--- src/rtl/cars_pkg.sv ---
// Shared constants for the traffic-lane motion block: lane geometry, timing, start positions.
// Pure declarations; no logic.
package cars_pkg;

    localparam int BLOCKSIZE = 32;

    localparam logic [2:0] SLOT_L4C0 = 3'd4;
    localparam logic [2:0] SLOT_L4C1 = 3'd5;
    localparam logic [2:0] SLOT_LAST = 3'd6;

    typedef enum logic [1:0] {IDLE, RUN, DONE} state_e;
    typedef enum logic {DIR_LEFT, DIR_RIGHT} dir_e;

    // Slots 4 and 5 are both cars of lane 4; slot 6 is lane 5.
    function automatic logic [2:0] slot_lane(input logic [2:0] slot);
        case (slot)
            3'd5:    slot_lane = 3'd4;
            3'd6:    slot_lane = 3'd5;
            default: slot_lane = slot;
        endcase
    endfunction

    function automatic logic [9:0] lane_len(input logic [2:0] lane);
        case (lane)
            3'd1:    lane_len = 10'(2 * BLOCKSIZE);
            3'd3:    lane_len = 10'(3 * BLOCKSIZE);
            3'd5:    lane_len = 10'(2 * BLOCKSIZE);
            default: lane_len = 10'(BLOCKSIZE);
        endcase
    endfunction

    function automatic dir_e lane_dir(input logic [2:0] lane);
        case (lane)
            3'd1, 3'd3, 3'd5: lane_dir = DIR_RIGHT;
            default:          lane_dir = DIR_LEFT;
        endcase
    endfunction

    // Period minus one: the frame-counter value on which the lane moves.
    function automatic logic [1:0] lane_last(input logic [2:0] lane);
        case (lane)
            3'd1:    lane_last = 2'd1;
            3'd3:    lane_last = 2'd2;
            3'd4:    lane_last = 2'd1;
            default: lane_last = 2'd0;
        endcase
    endfunction

    function automatic logic [2:0] lane_base_step(input logic [2:0] lane);
        case (lane)
            3'd2, 3'd3: lane_base_step = 3'd2;
            default:    lane_base_step = 3'd1;
        endcase
    endfunction

    function automatic logic [9:0] init_x(input logic [2:0] slot);
        case (slot)
            3'd0:    init_x = 10'd200;
            3'd1:    init_x = 10'd300;
            3'd2:    init_x = 10'd400;
            3'd3:    init_x = 10'd150;
            3'd4:    init_x = 10'd120;
            3'd5:    init_x = 10'd344;
            default: init_x = 10'd250;
        endcase
    endfunction

endpackage

--- src/rtl/cars_motion_if.sv ---
// Control inputs and per-vehicle position/length outputs of the lane motion block.
interface cars_motion_if;
    logic       frame_tick;
    logic       enable;
    logic       restart;
    logic [1:0] level;
    logic [9:0] lane0_car0_x;
    logic [9:0] lane1_car0_x;
    logic [9:0] lane2_car0_x;
    logic [9:0] lane3_car0_x;
    logic [9:0] lane4_car0_x;
    logic [9:0] lane4_car1_x;
    logic [9:0] lane5_car0_x;
    logic [9:0] lane0_length;
    logic [9:0] lane1_length;
    logic [9:0] lane2_length;
    logic [9:0] lane3_length;
    logic [9:0] lane4_length;
    logic [9:0] lane5_length;
    logic       update_done;

    modport master (
        output frame_tick, enable, restart, level,
        input  lane0_car0_x, lane1_car0_x, lane2_car0_x, lane3_car0_x,
               lane4_car0_x, lane4_car1_x, lane5_car0_x,
               lane0_length, lane1_length, lane2_length, lane3_length,
               lane4_length, lane5_length, update_done
    );

    modport slave (
        input  frame_tick, enable, restart, level,
        output lane0_car0_x, lane1_car0_x, lane2_car0_x, lane3_car0_x,
               lane4_car0_x, lane4_car1_x, lane5_car0_x,
               lane0_length, lane1_length, lane2_length, lane3_length,
               lane4_length, lane5_length, update_done
    );
endinterface

--- src/rtl/cars_motion_lane_step.sv ---
// Next left-x of one vehicle, wrapping at the playfield edges.
// Latency: combinational.  Backpressure: none.
module lane_step
    import cars_pkg::*;
#(
    parameter int X_LEFT  = 96,
    parameter int X_RIGHT = 544
) (
    input  logic [9:0] x,
    input  logic [2:0] step,
    input  logic [9:0] length,
    input  dir_e       dir,
    output logic [9:0] nx
);

    logic [10:0] sum;
    logic [10:0] thresh;

    // 11-bit terms so neither the sum nor the left threshold can wrap.
    assign sum    = {1'b0, x} + {8'd0, step};
    assign thresh = 11'(X_LEFT) - {1'b0, length} + {8'd0, step};

    always_comb begin
        nx = x;
        if (dir == DIR_RIGHT) begin
            if (sum >= 11'(X_RIGHT)) nx = 10'(X_LEFT) - length;
            else                     nx = sum[9:0];
        end else begin
            if ({1'b0, x} < thresh)  nx = 10'(X_RIGHT);
            else                     nx = x - {7'd0, step};
        end
    end

endmodule

--- src/rtl/cars_motion.sv ---
// Per-frame lane motion: updates seven vehicle positions one slot per cycle.
// Latency: slot k lands at end of cycle t+1+k after tick t; update_done in t+8.
// Backpressure: none; ticks outside IDLE are dropped.
module cars_motion
    import cars_pkg::*;
#(
    parameter int X_OFFSET_LEFT  = 96,
    parameter int X_OFFSET_RIGHT = 544
) (
    input  logic          clk,
    input  logic          reset_n,
    cars_motion_if.slave  bus
);

    state_e     state;
    logic [2:0] slot;
    logic [9:0] pos [7];
    logic [1:0] cnt [6];
    logic       move_l4;
    logic       update_done_q;

    logic [2:0] lane;
    logic [2:0] step;
    logic [9:0] cur_x;
    logic [9:0] nxt_x;
    logic [1:0] cur_cnt;
    logic       move_now;

    assign lane = slot_lane(slot);
    assign step = lane_base_step(lane) + {1'b0, bus.level};

    always_comb begin
        cur_x   = pos[6];
        cur_cnt = cnt[5];
        case (slot)
            3'd0: begin cur_x = pos[0]; cur_cnt = cnt[0]; end
            3'd1: begin cur_x = pos[1]; cur_cnt = cnt[1]; end
            3'd2: begin cur_x = pos[2]; cur_cnt = cnt[2]; end
            3'd3: begin cur_x = pos[3]; cur_cnt = cnt[3]; end
            3'd4: begin cur_x = pos[4]; cur_cnt = cnt[4]; end
            3'd5: begin cur_x = pos[5]; cur_cnt = cnt[4]; end
            default: ;
        endcase
    end

    // The second lane-4 car follows the first car's decision from the previous slot.
    assign move_now = (slot == SLOT_L4C1) ? move_l4 : (cur_cnt == lane_last(lane));

    lane_step #(
        .X_LEFT  (X_OFFSET_LEFT),
        .X_RIGHT (X_OFFSET_RIGHT)
    ) u_lane_step (
        .x      (cur_x),
        .step   (step),
        .length (lane_len(lane)),
        .dir    (lane_dir(lane)),
        .nx     (nxt_x)
    );

    always_ff @(posedge clk or negedge reset_n) begin
        if (!reset_n) begin
            state         <= IDLE;
            slot          <= 3'd0;
            move_l4       <= 1'b0;
            update_done_q <= 1'b0;
            for (int i = 0; i < 7; i++) pos[i] <= init_x(3'(i));
            for (int j = 0; j < 6; j++) cnt[j] <= 2'd0;
        end else if (bus.restart) begin
            state         <= IDLE;
            slot          <= 3'd0;
            move_l4       <= 1'b0;
            update_done_q <= 1'b0;
            for (int i = 0; i < 7; i++) pos[i] <= init_x(3'(i));
            for (int j = 0; j < 6; j++) cnt[j] <= 2'd0;
        end else begin
            case (state)
                IDLE: begin
                    update_done_q <= 1'b0;
                    slot          <= 3'd0;
                    if (bus.frame_tick && bus.enable) state <= RUN;
                end
                RUN: begin
                    for (int i = 0; i < 7; i++)
                        if (move_now && slot == 3'(i)) pos[i] <= nxt_x;
                    if (slot != SLOT_L4C1)
                        for (int j = 0; j < 6; j++)
                            if (lane == 3'(j)) cnt[j] <= move_now ? 2'd0 : cnt[j] + 2'd1;
                    if (slot == SLOT_L4C0) move_l4 <= move_now;
                    if (slot == SLOT_LAST) begin
                        state         <= DONE;
                        slot          <= 3'd0;
                        update_done_q <= 1'b1;
                    end else begin
                        slot <= slot + 3'd1;
                    end
                end
                DONE: begin
                    update_done_q <= 1'b0;
                    state         <= IDLE;
                end
                default: begin
                    update_done_q <= 1'b0;
                    state         <= IDLE;
                end
            endcase
        end
    end

    assign bus.lane0_car0_x = pos[0];
    assign bus.lane1_car0_x = pos[1];
    assign bus.lane2_car0_x = pos[2];
    assign bus.lane3_car0_x = pos[3];
    assign bus.lane4_car0_x = pos[4];
    assign bus.lane4_car1_x = pos[5];
    assign bus.lane5_car0_x = pos[6];

    assign bus.lane0_length = lane_len(3'd0);
    assign bus.lane1_length = lane_len(3'd1);
    assign bus.lane2_length = lane_len(3'd2);
    assign bus.lane3_length = lane_len(3'd3);
    assign bus.lane4_length = lane_len(3'd4);
    assign bus.lane5_length = lane_len(3'd5);

    assign bus.update_done = update_done_q;

endmodule
--- src/flat_wrapper.sv ---
// flat-port wrapper written by rule: the top's interface ports become plain ports
module cars_motion_flat import cars_pkg::*;
#(
    parameter int X_OFFSET_LEFT  = 96,
    parameter int X_OFFSET_RIGHT = 544
)
  (clk, reset_n, bus_frame_tick, bus_enable, bus_restart, bus_level, bus_lane0_car0_x, bus_lane1_car0_x, bus_lane2_car0_x, bus_lane3_car0_x, bus_lane4_car0_x, bus_lane4_car1_x, bus_lane5_car0_x, bus_lane0_length, bus_lane1_length, bus_lane2_length, bus_lane3_length, bus_lane4_length, bus_lane5_length, bus_update_done);
  cars_motion_if bus_i ();
  input  logic clk;
  input  logic reset_n;
  input wire logic [$bits(bus_i.frame_tick)-1:0] bus_frame_tick;
  input wire logic [$bits(bus_i.enable)-1:0] bus_enable;
  input wire logic [$bits(bus_i.restart)-1:0] bus_restart;
  input wire logic [$bits(bus_i.level)-1:0] bus_level;
  output wire logic [$bits(bus_i.lane0_car0_x)-1:0] bus_lane0_car0_x;
  output wire logic [$bits(bus_i.lane1_car0_x)-1:0] bus_lane1_car0_x;
  output wire logic [$bits(bus_i.lane2_car0_x)-1:0] bus_lane2_car0_x;
  output wire logic [$bits(bus_i.lane3_car0_x)-1:0] bus_lane3_car0_x;
  output wire logic [$bits(bus_i.lane4_car0_x)-1:0] bus_lane4_car0_x;
  output wire logic [$bits(bus_i.lane4_car1_x)-1:0] bus_lane4_car1_x;
  output wire logic [$bits(bus_i.lane5_car0_x)-1:0] bus_lane5_car0_x;
  output wire logic [$bits(bus_i.lane0_length)-1:0] bus_lane0_length;
  output wire logic [$bits(bus_i.lane1_length)-1:0] bus_lane1_length;
  output wire logic [$bits(bus_i.lane2_length)-1:0] bus_lane2_length;
  output wire logic [$bits(bus_i.lane3_length)-1:0] bus_lane3_length;
  output wire logic [$bits(bus_i.lane4_length)-1:0] bus_lane4_length;
  output wire logic [$bits(bus_i.lane5_length)-1:0] bus_lane5_length;
  output wire logic [$bits(bus_i.update_done)-1:0] bus_update_done;
  assign bus_i.frame_tick = bus_frame_tick;
  assign bus_i.enable = bus_enable;
  assign bus_i.restart = bus_restart;
  assign bus_i.level = bus_level;
  assign bus_lane0_car0_x = bus_i.lane0_car0_x;
  assign bus_lane1_car0_x = bus_i.lane1_car0_x;
  assign bus_lane2_car0_x = bus_i.lane2_car0_x;
  assign bus_lane3_car0_x = bus_i.lane3_car0_x;
  assign bus_lane4_car0_x = bus_i.lane4_car0_x;
  assign bus_lane4_car1_x = bus_i.lane4_car1_x;
  assign bus_lane5_car0_x = bus_i.lane5_car0_x;
  assign bus_lane0_length = bus_i.lane0_length;
  assign bus_lane1_length = bus_i.lane1_length;
  assign bus_lane2_length = bus_i.lane2_length;
  assign bus_lane3_length = bus_i.lane3_length;
  assign bus_lane4_length = bus_i.lane4_length;
  assign bus_lane5_length = bus_i.lane5_length;
  assign bus_update_done = bus_i.update_done;
  cars_motion #(.X_OFFSET_LEFT(X_OFFSET_LEFT), .X_OFFSET_RIGHT(X_OFFSET_RIGHT)) u_core (.clk(clk), .reset_n(reset_n), .bus(bus_i));
endmodule
--- config.mk ---
export PLATFORM = sky130hd
export DESIGN_NAME = cars_motion_flat
export DESIGN_NICKNAME = d
export VERILOG_FILES = /design/src/rtl/cars_pkg.sv /design/src/rtl/cars_motion_if.sv /design/src/rtl/cars_motion_lane_step.sv /design/src/rtl/cars_motion.sv /design/src/flat_wrapper.sv
export SDC_FILE = /design/constraint.sdc
export NUM_CORES = 1
export LEC_CHECK = 0
export CORE_ASPECT_RATIO = 0.5
export CORE_UTILIZATION = 52
export CTS_BUF_LIST = sky130_fd_sc_hd__clkbuf_8
export DETAILED_ROUTE_END_ITERATION = 6
export PLACE_DENSITY = 0.83
export SLEW_MARGIN = 10
export SYNTH_ARGS = -nofsm -noshare
export SYNTH_HDL_FRONTEND = slang
export SYNTH_SLANG_ARGS = --single-unit
--- constraint.sdc ---
create_clock -name clk -period 6.5 [get_ports clk]
set_input_delay 1.3 -clock clk [delete_from_list [all_inputs] [get_ports clk]]
set_output_delay 1.3 -clock clk [all_outputs]
set_load 0.01 [all_outputs]
==> flow_summary.yaml <==
drt:
  drt_wl_total_um: 18600
  avgRoutedWirePerCell_um: 20.8
  drc: 0
  detail-route-antenna-nets: 0
  vias: 5665
  dr.pass1.iters: 6
  drt_first_iter_violations: 664
  routed_via_density: 6.32
power:
  vdd_drop_max_mv: 0.150
  power.density_nw_per_um2: 277
  p_leak_nw: 2.94
timing:
  slew_headroom_pct: 23.1
  slew_violations: 0
  fin_setup_tns_ns: 0
  hold_viol: 0
  skew_ns: 0.0112
  tightest_slew_ns: 1.15
  finalSetupViolCount: 0
  period_share_pct: 83.4
  timing.fmax_ghz: 0.185
  fin_crit_ns: 5.42
  rsz0062_at_grt: "no"
global_routing:
  grt_pass1_wl_um: 28200
  grt_max_degree: 90
  grt_overflow: 0
  antenna_found_initial: 0
  grt_usage_pct: 31.0
  grt_pass1_vias: 4976
clock_network:
  holdBufCountCts: 0
  path_clk_slew_ns: 0.09
  post_cts.repair.setup_buffers: 0
  clk_latency_ns: 0.38
  numCtsBuffers: 9
  cts_resized: 0
  clock_sinks: 89
  htreeDepth: 3
  clockBufferDepth: 2
  cts_tree: "built"
  clockRootBuffer: "clkbuf_8"
worst_setup_path:
  crit_arrival_ns: 5.65
  worstSetupPathType: "reg -> reg"
  worstSetupStartpointType: "flip-flop"
  cp_num_buf_inv: 2
  end_kind: "flip-flop"
  crit_chain: "buf_4 -> mux2_2 -> a32o_1 -> a221oi_1 -> and2_1 -> inv_1 -> ha_1 -> fa_1 -> a21oi_1 -> o2111ai_1 -> nand3_1 -> o21ai_0 -> a32oi_1 -> o22ai_2 -> nand3_1 -> a2bb2oi_1 -> o21ai_1"
  cp_max_fo: 36
  cp.required_ns: 6.73
  slowest_stage: "a2bb2oi_1"
  slowest_delay_ns: 0.80
  crit_top_cell: "nand3_1"
  cp_top_family: "compound AO/OA/AOI/OAI gates"
synthesis:
  ys_ff_latch: 89
  synth_cell_types: 85
  ys_seq_area_share_pct: 37.8
  syn_area_um2: 5980
  synth.avg_cell_area_um2: 8.82
  synthArstFlopShare_pct: 100
  syn_inst: 678
  ys_warn_count: 0
  synth-main-ff-cell: "dfrtp_1"
  synth_edf_count: 0
outcome:
  status: "finished, final reports clean"
place:
  place_hpwl_um: 13500
  gp_congestion: 0.948
  placed_cell_area_um2: 6640
  io_buffers: 77
floorplan:
  initial_core_util_pct: 54.0
  core-area_um2: 11100
  fp.dieArea_um2: 12000
  rows: 27
  pin_count: 138
  die_h_um: 77.8
  die-width_um: 154
finish:
  drive_above_1_share_pct: 11.7
  fin_area_um2: 6860
  antenna_cells: 0
  flow.area_growth_from_synthesis_pct: 14.6
  nets: 768
min_path:
  hp-class: "reg -> reg"
run:
  drv_cap: 0
[stage by stage]
stage / power, mW / cells / setup slack (ns) / utilization (%) / hold WS, ns
2_1_floorplan: 1.17 / 739 / 1.88 / - / 0.483
3_3_place_gp: 1.46 / 881 / 1.04 / 60.0 / 0.496
3_5_place_dp: 1.47 / 881 / 0.909 / 60.0 / 0.498
4_1_cts: 1.87 / 897 / 1.34 / 61.8 / 0.520
5_1_grt: 1.97 / 897 / 0.911 / 61.9 / 0.538
6_report: 1.90 / 897 / 1.08 / 61.9 / 0.518
[final cells by class]
class                      instances  area, µm²
fill                             926       4230
multi-input combinational        534       3250
clock inverter                     7       81.3
clock buffer                       9        124
timing repair buffer              90        866
inverter                          23       86.3
tap                              145        181
sequential                        89       2260
[power by group]
part / total (mW) / switching (mW) / internal [mW] / leakage (nW)
sequential: 0.728 / 0.0788 / 0.649 / 1.13
clock: 0.411 / 0.226 / 0.185 / 0.107
combinational: 0.763 / 0.456 / 0.307 / 1.71
total: 1.90 / 0.761 / 1.14 / 2.94
[worst paths after layout]
check	start	end	slack [ns]	cells after the start
setup / recovery	u_core.slot[0]$_DFFE_PN0P_	u_core.bus.lane2_car0_x[2]$_DFFE_PN0P_	1.08	17
hold reg to reg	u_core.bus.lane4_car0_x[6]$_DFFE_PN1P_	u_core.bus.lane4_car0_x[6]$_DFFE_PN1P_	0.52	2
setup reg to reg	u_core.slot[0]$_DFFE_PN0P_	u_core.bus.lane2_car0_x[2]$_DFFE_PN0P_	1.08	17
hold / removal	u_core.bus.lane4_car0_x[6]$_DFFE_PN1P_	u_core.bus.lane4_car0_x[6]$_DFFE_PN1P_	0.52	2
max in group asynchronous	reset_n	u_core.bus.lane2_car0_x[6]$_DFFE_PN0P_	4.62	1
min in group asynchronous	reset_n	u_core.bus.lane3_car0_x[8]$_DFFE_PN0P_	1.09	1
[flip-flops by register name, summed over array words and instances, names as in the netlist]
register	count
u_core.bus.lane4_car0_x	10
u_core.bus.update_done	1
u_core.bus.lane4_car1_x	10
u_core.bus.lane5_car0_x	10
u_core.bus.lane1_car0_x	10
u_core.bus.lane3_car0_x	10
u_core.bus.lane2_car0_x	10
u_core.state	2
u_core.cnt	12
u_core.bus.lane0_car0_x	10
u_core.slot	3
u_core.move_l4	1
[routing by layer]
layer | share of wire [%] | track usage (%)
met5 | 0 | 0
met4 | 1.5 | 7.70
met3 | 15 | 10.0
met2 | 43 | 46.4
met1 | 41 | 43.1
[Yosys cell counts, drive strengths merged (12+ instances only)]
master  instances  area share (%)
dfstp          28              12
o31ai          12             1.5
mux2i          19             3.2
nor2           73             4.7
dfrtp          61              26
inv            21             1.3
nand3          13             1.2
buf            71             8.9
o211ai         13             1.6
mux2           12             2.3
nor3           18             1.7
a21oi          54             4.6
clkbuf         22             1.4
o21ai          45             3.8
nand2          69             4.3
[logic make-up (layout without fill, tap and decap cells)]
logic type / Yosys count / count (layout) / share of synthesized area [%]
and+or+nand+nor: 213 / 213 / 16.9
AOI/OAI and AO/OA: 208 / 208 / 24.0
buffers and inverters: 116 / 129 / 11.7
DFF: 89 / 89 / 37.8
muxes: 31 / 31 / 5.44
adders and majority gates: 14 / 14 / 3.31
xor gates and xnor gates: 5 / 5 / 0.733
other: 2 / 63 / 0.126
[placed cells by master (no fill, tap or decap), types with 8 or more instances in the layout]
cell type,netlist,routed
a21o_1,11,11
a21oi_1,53,53
buf_4,61,14
clkbuf_8,0,9
clkdlybuf4s50_1,0,76
conb_1,2,63
dfrtp_1,61,61
dfstp_2,28,28
ha_1,11,11
inv_1,21,21
mux2_2,8,8
mux2i_1,19,19
nand2_1,69,69
nand3_1,12,12
nor2_1,69,69
nor2b_1,8,8
nor3_1,17,17
o211ai_1,13,13
o21ai_0,29,29
o21ai_1,16,16
o31ai_1,12,12
[worst min-delay path: stages (launching register included)]
cell and delay, ns:
dfstp_2 0.39, nand2_1 0.05, o211ai_1 0.08
Note: power is estimated with default switching activity, not from simulation.
